--- src/rtl/mult_hilo_if.sv ---
// Bundle of execute-stage request, multiplier and HI/LO result signals for mult_hilo_unit.
// The master side issues requests and returns the multiplier product; the slave side is the unit.
interface mult_hilo_if;
  logic        start;
  logic [1:0]  op;
  logic [31:0] op_a;
  logic [31:0] op_b;
  logic        mthi;
  logic        mtlo;
  logic [31:0] wdata;
  logic        rd_req;
  logic [1:0]  mult_op;
  logic [31:0] mult_a;
  logic [31:0] mult_b;
  logic [31:0] product_hi;
  logic [31:0] product_lo;
  logic [31:0] hi;
  logic [31:0] lo;
  logic        busy;
  logic        done;
  logic        stall;

  modport master (
    output start, op, op_a, op_b, mthi, mtlo, wdata, rd_req, product_hi, product_lo,
    input  mult_op, mult_a, mult_b, hi, lo, busy, done, stall
  );

  modport slave (
    input  start, op, op_a, op_b, mthi, mtlo, wdata, rd_req, product_hi, product_lo,
    output mult_op, mult_a, mult_b, hi, lo, busy, done, stall
  );
endinterface

--- src/rtl/mult_hilo_unit.sv ---
// HI/LO control stage: registers multiplier operands, waits LATENCY cycles, captures the
// 64-bit product into HI/LO, services MTHI/MTLO and stalls HI/LO accesses during a multiply.
module mult_hilo_unit #(
  parameter int LATENCY = 4
) (
  input  logic          clk,
  input  logic          rst_n,
  mult_hilo_if.slave    bus
);

  typedef enum logic {IDLE, BUSY} stateT;

  stateT       stateReg;
  stateT       stateNext;
  logic [3:0]  cntReg;
  logic [1:0]  multOpReg;
  logic [31:0] multAReg;
  logic [31:0] multBReg;
  logic [31:0] hiReg;
  logic [31:0] loReg;
  logic        doneReg;
  logic        accept;
  logic        capture;
  logic        busy;

  assign busy = (stateReg == BUSY);

  always_ff @(posedge clk or negedge rst_n) begin
    if (!rst_n) begin
      stateReg <= IDLE;
    end else begin
      stateReg <= stateNext;
    end
  end

  always_comb begin
    stateNext = stateReg;
    accept    = 1'b0;
    capture   = 1'b0;
    case (stateReg)
      IDLE: begin
        if (bus.start) begin
          accept    = 1'b1;
          stateNext = BUSY;
        end
      end
      BUSY: begin
        if (cntReg == 4'd1) begin
          capture   = 1'b1;
          stateNext = IDLE;
        end
      end
      default: stateNext = IDLE;
    endcase
  end

  // Counter reaches 0 on the capture edge and then holds, since it only reloads on accept.
  always_ff @(posedge clk or negedge rst_n) begin
    if (!rst_n) begin
      cntReg    <= 4'd0;
      multOpReg <= 2'b00;
      multAReg  <= 32'd0;
      multBReg  <= 32'd0;
      doneReg   <= 1'b0;
    end else begin
      doneReg <= capture;
      if (accept) begin
        cntReg    <= 4'(LATENCY);
        multOpReg <= bus.op;
        multAReg  <= bus.op_a;
        multBReg  <= bus.op_b;
      end else if (busy) begin
        cntReg <= cntReg - 4'd1;
      end
    end
  end

  // A start in IDLE wins over MTHI/MTLO; the write is dropped and the requester retries.
  always_ff @(posedge clk or negedge rst_n) begin
    if (!rst_n) begin
      hiReg <= 32'd0;
      loReg <= 32'd0;
    end else if (capture) begin
      hiReg <= bus.product_hi;
      loReg <= bus.product_lo;
    end else if (!busy && !bus.start) begin
      if (bus.mthi) hiReg <= bus.wdata;
      if (bus.mtlo) loReg <= bus.wdata;
    end
  end

  assign bus.stall   = (busy & (bus.start | bus.mthi | bus.mtlo | bus.rd_req))
                     | (~busy & bus.start & (bus.mthi | bus.mtlo));
  assign bus.mult_op = multOpReg;
  assign bus.mult_a  = multAReg;
  assign bus.mult_b  = multBReg;
  assign bus.hi      = hiReg;
  assign bus.lo      = loReg;
  assign bus.busy    = busy;
  assign bus.done    = doneReg;

endmodule

--- src/flat_wrapper.sv ---
// flat-port wrapper written by rule: the top's interface ports become plain ports
module mult_hilo_unit_flat 
#(
  parameter int LATENCY = 4
)
  (clk, rst_n, bus_start, bus_op, bus_op_a, bus_op_b, bus_mthi, bus_mtlo, bus_wdata, bus_rd_req, bus_product_hi, bus_product_lo, bus_mult_op, bus_mult_a, bus_mult_b, bus_hi, bus_lo, bus_busy, bus_done, bus_stall);
  mult_hilo_if bus_i ();
  input  logic clk;
  input  logic rst_n;
  input wire logic [$bits(bus_i.start)-1:0] bus_start;
  input wire logic [$bits(bus_i.op)-1:0] bus_op;
  input wire logic [$bits(bus_i.op_a)-1:0] bus_op_a;
  input wire logic [$bits(bus_i.op_b)-1:0] bus_op_b;
  input wire logic [$bits(bus_i.mthi)-1:0] bus_mthi;
  input wire logic [$bits(bus_i.mtlo)-1:0] bus_mtlo;
  input wire logic [$bits(bus_i.wdata)-1:0] bus_wdata;
  input wire logic [$bits(bus_i.rd_req)-1:0] bus_rd_req;
  input wire logic [$bits(bus_i.product_hi)-1:0] bus_product_hi;
  input wire logic [$bits(bus_i.product_lo)-1:0] bus_product_lo;
  output wire logic [$bits(bus_i.mult_op)-1:0] bus_mult_op;
  output wire logic [$bits(bus_i.mult_a)-1:0] bus_mult_a;
  output wire logic [$bits(bus_i.mult_b)-1:0] bus_mult_b;
  output wire logic [$bits(bus_i.hi)-1:0] bus_hi;
  output wire logic [$bits(bus_i.lo)-1:0] bus_lo;
  output wire logic [$bits(bus_i.busy)-1:0] bus_busy;
  output wire logic [$bits(bus_i.done)-1:0] bus_done;
  output wire logic [$bits(bus_i.stall)-1:0] bus_stall;
  assign bus_i.start = bus_start;
  assign bus_i.op = bus_op;
  assign bus_i.op_a = bus_op_a;
  assign bus_i.op_b = bus_op_b;
  assign bus_i.mthi = bus_mthi;
  assign bus_i.mtlo = bus_mtlo;
  assign bus_i.wdata = bus_wdata;
  assign bus_i.rd_req = bus_rd_req;
  assign bus_i.product_hi = bus_product_hi;
  assign bus_i.product_lo = bus_product_lo;
  assign bus_mult_op = bus_i.mult_op;
  assign bus_mult_a = bus_i.mult_a;
  assign bus_mult_b = bus_i.mult_b;
  assign bus_hi = bus_i.hi;
  assign bus_lo = bus_i.lo;
  assign bus_busy = bus_i.busy;
  assign bus_done = bus_i.done;
  assign bus_stall = bus_i.stall;
  mult_hilo_unit #(.LATENCY(LATENCY)) u_core (.clk(clk), .rst_n(rst_n), .bus(bus_i));
endmodule
--- config.mk ---
export PLATFORM = sky130hd
export DESIGN_NAME = mult_hilo_unit_flat
export DESIGN_NICKNAME = d
export VERILOG_FILES = /design/src/rtl/mult_hilo_if.sv /design/src/rtl/mult_hilo_unit.sv /design/src/flat_wrapper.sv
export SDC_FILE = /design/constraint.sdc
export NUM_CORES = 1
export LEC_CHECK = 0
export BUFFER_PORTS_ARGS = -buffer_cell sky130_fd_sc_hd__buf_2
export CAP_MARGIN = 5
export CORE_ASPECT_RATIO = 0.9
export CORE_MARGIN = 2
export CORE_UTILIZATION = 30
export CTS_CLUSTER_DIAMETER = 120
export DETAILED_ROUTE_END_ITERATION = 12
export MAX_ROUTING_LAYER = met4
export PLACE_DENSITY = 0.66
export SLEW_MARGIN = 40
export SYNTH_ARGS = -nofsm -noshare
export SYNTH_HDL_FRONTEND = slang
export SYNTH_SLANG_ARGS = --single-unit
--- constraint.sdc ---
create_clock -name clk -period 1.95 [get_ports clk]
set_input_delay 0.39 -clock clk [delete_from_list [all_inputs] [get_ports clk]]
set_output_delay 0.39 -clock clk [all_outputs]
set_load 0.02 [all_outputs]
==> results by group <==
Pwr
  • Maximum vdd drop: 0.8483 mV
  • Power density over cell area: 1797 nW/um^2
  • Leak: roughly 4 nW

Synth
  • Cell variety after synth: 21
  • Compound-gate portion of the synthesized area: 0.07559
  • Synthesis Warnings: 0
  • Syn_area_per_cell: 10.89 sq um
  • Multiplexer area fraction after synthesis: 0.1305
  • Post-Synth XOR/XNOR Area: 0.003076
  • Largest family of logic cells by synthesized area: simple AND/OR/NAND/NOR gates
  • Syn nets: slightly below 700
  • Mapped Area: 5694 sq um
  • Post-synthesis register bit count: 136
  • Synth Instances: 523
  • Post-Synth Simple-Gate Area: 0.1446
  • Sequential-to-total area share from yosys stat: 0.5977
  • Synth Area in Adders: 0.004395

Place
  • Placer Congestion: 0.8255
  • Cells after DPL: between 1000 and 1500
  • Post-Place Cell Area: about 7500 sq um
  • Detailed placement HPWL: 12530 um
  • IO buf count: 300

Routing
  • Routed wire per std cell: 15.91 um
  • DRT Wirelength: 17160 um
  • Via Count: 4971
  • Detailed-route DRC error count: 0
  • Antenna Nets Post-Route: 0
  • Pre-antenna DRT Iters: 4
  • First DRT Iteration DRCs: 203
  • Vias per inst: 4.607

Worst setup path
  • Crit end category: output pin
  • Worst EP required: 1.56 ns
  • CP top delay family: flip-flops
  • CP max stage cell: dfrtp_2
  • CP max FO: 8
  • Worst path bufs/invs: 3
  • Worst Setup Path Type: register to output pin
  • Worst Path Arrival: between 1 and 1.5 ns
  • CP max stage delay: 0.49 ns
  • CP Launch Type: register
  • Crit-path cells: buf_4 -> inv_1 -> a21oi_1 -> buf_2

STA
  • Count of pins over their slew limit: 0
  • RSZ-0062 raised after global routing: no
  • Worst clock skew: between 0.015 and 0.02 ns
  • Total negative slack: 0 ns
  • Slew margin rel.: 0.6943
  • Post-route minimum period: 1.832 ns
  • Slew @ Worst Pin: 0.4586 ns
  • Final period util: 0.9395
  • Setup violators final: 0
  • Max Freq: roughly 0.55 GHz
  • Final hold violation count: 0

Layout
  • Fillers: 1807
  • NumNets Final: 992
  • Diode count: 0
  • Final Non-Filler Cells: between 1000 and 1500
  • Area growth syn-to-layout: 42.61%
  • Share of post-route cells with drive strength above 1: 0.4604
  • Layout Cell Area excl Fill: 8120 sq um

Clocking
  • Root buffer cell: clkbuf_16
  • Clock-pin slew on the worst setup and hold paths: 0.06 ns
  • Clock sink count: 136
  • H-Tree Depth: 4
  • Clock Path Buffers: 2
  • CTS tree: built
  • Worst skew pair latency: ~0.42 ns
  • CTS Buf Count: 17

GRT
  • Vias in the first global route: just over 5000
  • Total GRT Usage: 0.1739
  • Initial antenna violation count: 0
  • First-pass GRT wire length: 26430 um
  • Total gr overflow: 0
  • Largest net degree at the start of global routing: 103

Min path
  • Hold/Removal Path Class: input port to register

Die
  • Initial Util: 0.3074
  • I/O pins: 301
  • Full die area: 20100 sq um
  • Die X-Extent: 149.2 um
  • DIE HEIGHT: 134.7 um
  • FP Rows: 47
  • Core area: around 19000 sq um

Outcome
  • Outcome: complete, no violations

Flow run
  • Max-cap violations: 0
## cell usage in the layout, fill, tap and decap left out, types with 3 or more instances in the layout
cell type,count
clkbuf_16,17
clkinv_4,5
nor2_1,66
a31oi_1,64
buf_4,9
buf_12,7
clkinv_2,3
buf_2,299
mux2_1,34
nand2_1,131
o21ai_0,4
mux2_2,32
inv_6,3
inv_1,4
bufinv_16,3
dfrtp_1,135
## flip-flops by register name (all words and copies together) (netlist names)
signal	flops
u_core.cntReg	4
u_core.bus.hi	32
u_core.bus.done	1
u_core.bus.mult_a	32
u_core.bus.lo	32
u_core.bus.busy	1
u_core.bus.mult_b	32
u_core.bus.mult_op	2
## routing by layer
layer | GRT usage | vias to the layer above | wire length, um
met1 | 0.2053 | 2389 | 7304
met2 | 0.2908 | 184 | 8484
li1 | - | 2375 | -
met4 | 0.05608 | 0 | 325
met5 | - | - | 0
met3 | 0.04595 | 23 | 1048
## worst paths after layout
check | end | slack (ns) | depth (start not counted) | startpoint
max | bus_stall | 0.12 | 4 | u_core.bus.busy
min | u_core.bus.mult_a[29] | 0.18 | 2 | bus_op_a[29]
max reg2reg | u_core.bus.hi[22] | 0.40 | 5 | u_core.cntReg[0]
min reg2reg | u_core.bus.mult_b[11] | 0.48 | 1 | u_core.bus.mult_b[11]
max in group asynchronous | u_core.bus.mult_b[17] | 0.91 | 3 | rst_n
min in group asynchronous | u_core.bus.lo[3] | 0.45 | 2 | rst_n
## through the flow
stage	hold slack (ns)	worst slack (ns)	utilization	total power (W)
after CTS	0.1725	0.08482	0.4384	0.01480
final	0.1849	0.1180	0.4384	0.01459
after detailed placement	0.3191	0.2438	0.4053	0.01145
after global placement	0.3184	0.2878	0.4053	0.01123
after global routing	0.1715	0.01079	0.4384	0.01552
after floorplan	0.09441	0.4370	-	0.009021
## synth_stat cells, drive strengths merged
library cell	count	share of area
ha	2	0.0044
clkbuf	7	0.0046
mux2	66	0.13
dfrtp	136	0.60
a21oi	2	0.0018
nand4bb	1	0.0020
nor2	66	0.044
buf	30	0.037
nor2b	1	0.0024
or3b	2	0.0031
xnor2	2	0.0031
nor3b	2	0.0044
o21ai	4	0.0035
a31oi	64	0.070
nand2	131	0.086
nor3	2	0.0018
nor4	1	0.0011
inv	4	0.0026
## worst register-to-register path: cells and delay by family (launching register included)
family                     cells  cell delay (ns)
AOI/OAI and AO/OA              1             0.16
and+or+nand+nor                2             0.32
buffers and inverters          1             0.31
adders and majority gates      1             0.26
DFF                            1             0.42
## cells by family (layout without fill, tap and decap cells)
| logic type | Yosys count | after routing |
|---|---|---|
| AND/OR/NAND/NOR | 206 | 206 |
| AO/OA/AOI/OAI | 70 | 70 |
| XOR/XNOR | 2 | 2 |
| flip-flops | 136 | 136 |
| multiplexers | 66 | 66 |
| buffers and inverters | 41 | 352 |
| adder cells (fa/ha/maj) | 2 | 2 |
## power breakdown
| group | leakage [nW] | switching, W | total (W) | internal (W) |
|---|---|---|---|---|
| Combinational | 2.19 | 0.00382 | 0.00625 | 0.00242 |
| Sequential | 1.60 | 0.000756 | 0.00506 | 0.00430 |
| Clock | 0.298 | 0.00127 | 0.00329 | 0.00202 |
## cell type report
cell class / instances / area, sq um / share of cell area
Clock buffer: 17 / 425.4 / 0.05239
Clock inverter: 14 / 175.2 / 0.02157
Inverter: 4 / 15.01 / 0.001849
Multi-Input combinational cell: 346 / 2068 / 0.2547
Sequential cell: 136 / 3405 / 0.4193
Tap cell: 245 / 306.5 / 0.03775
Timing Repair Buffer: 317 / 1725 / 0.2125
## timing repair
| action | in CTS | in global routing |
|---|---|---|
| setup endpoints to repair | 1 | 0 |
| hold buffers | 1 | 0 |
| hold endpoints to repair | 32 | 0 |
| resized for setup | 1 | 0 |
| buffers inserted | 0 | 0 |
Power figures use the tool's default switching activity.
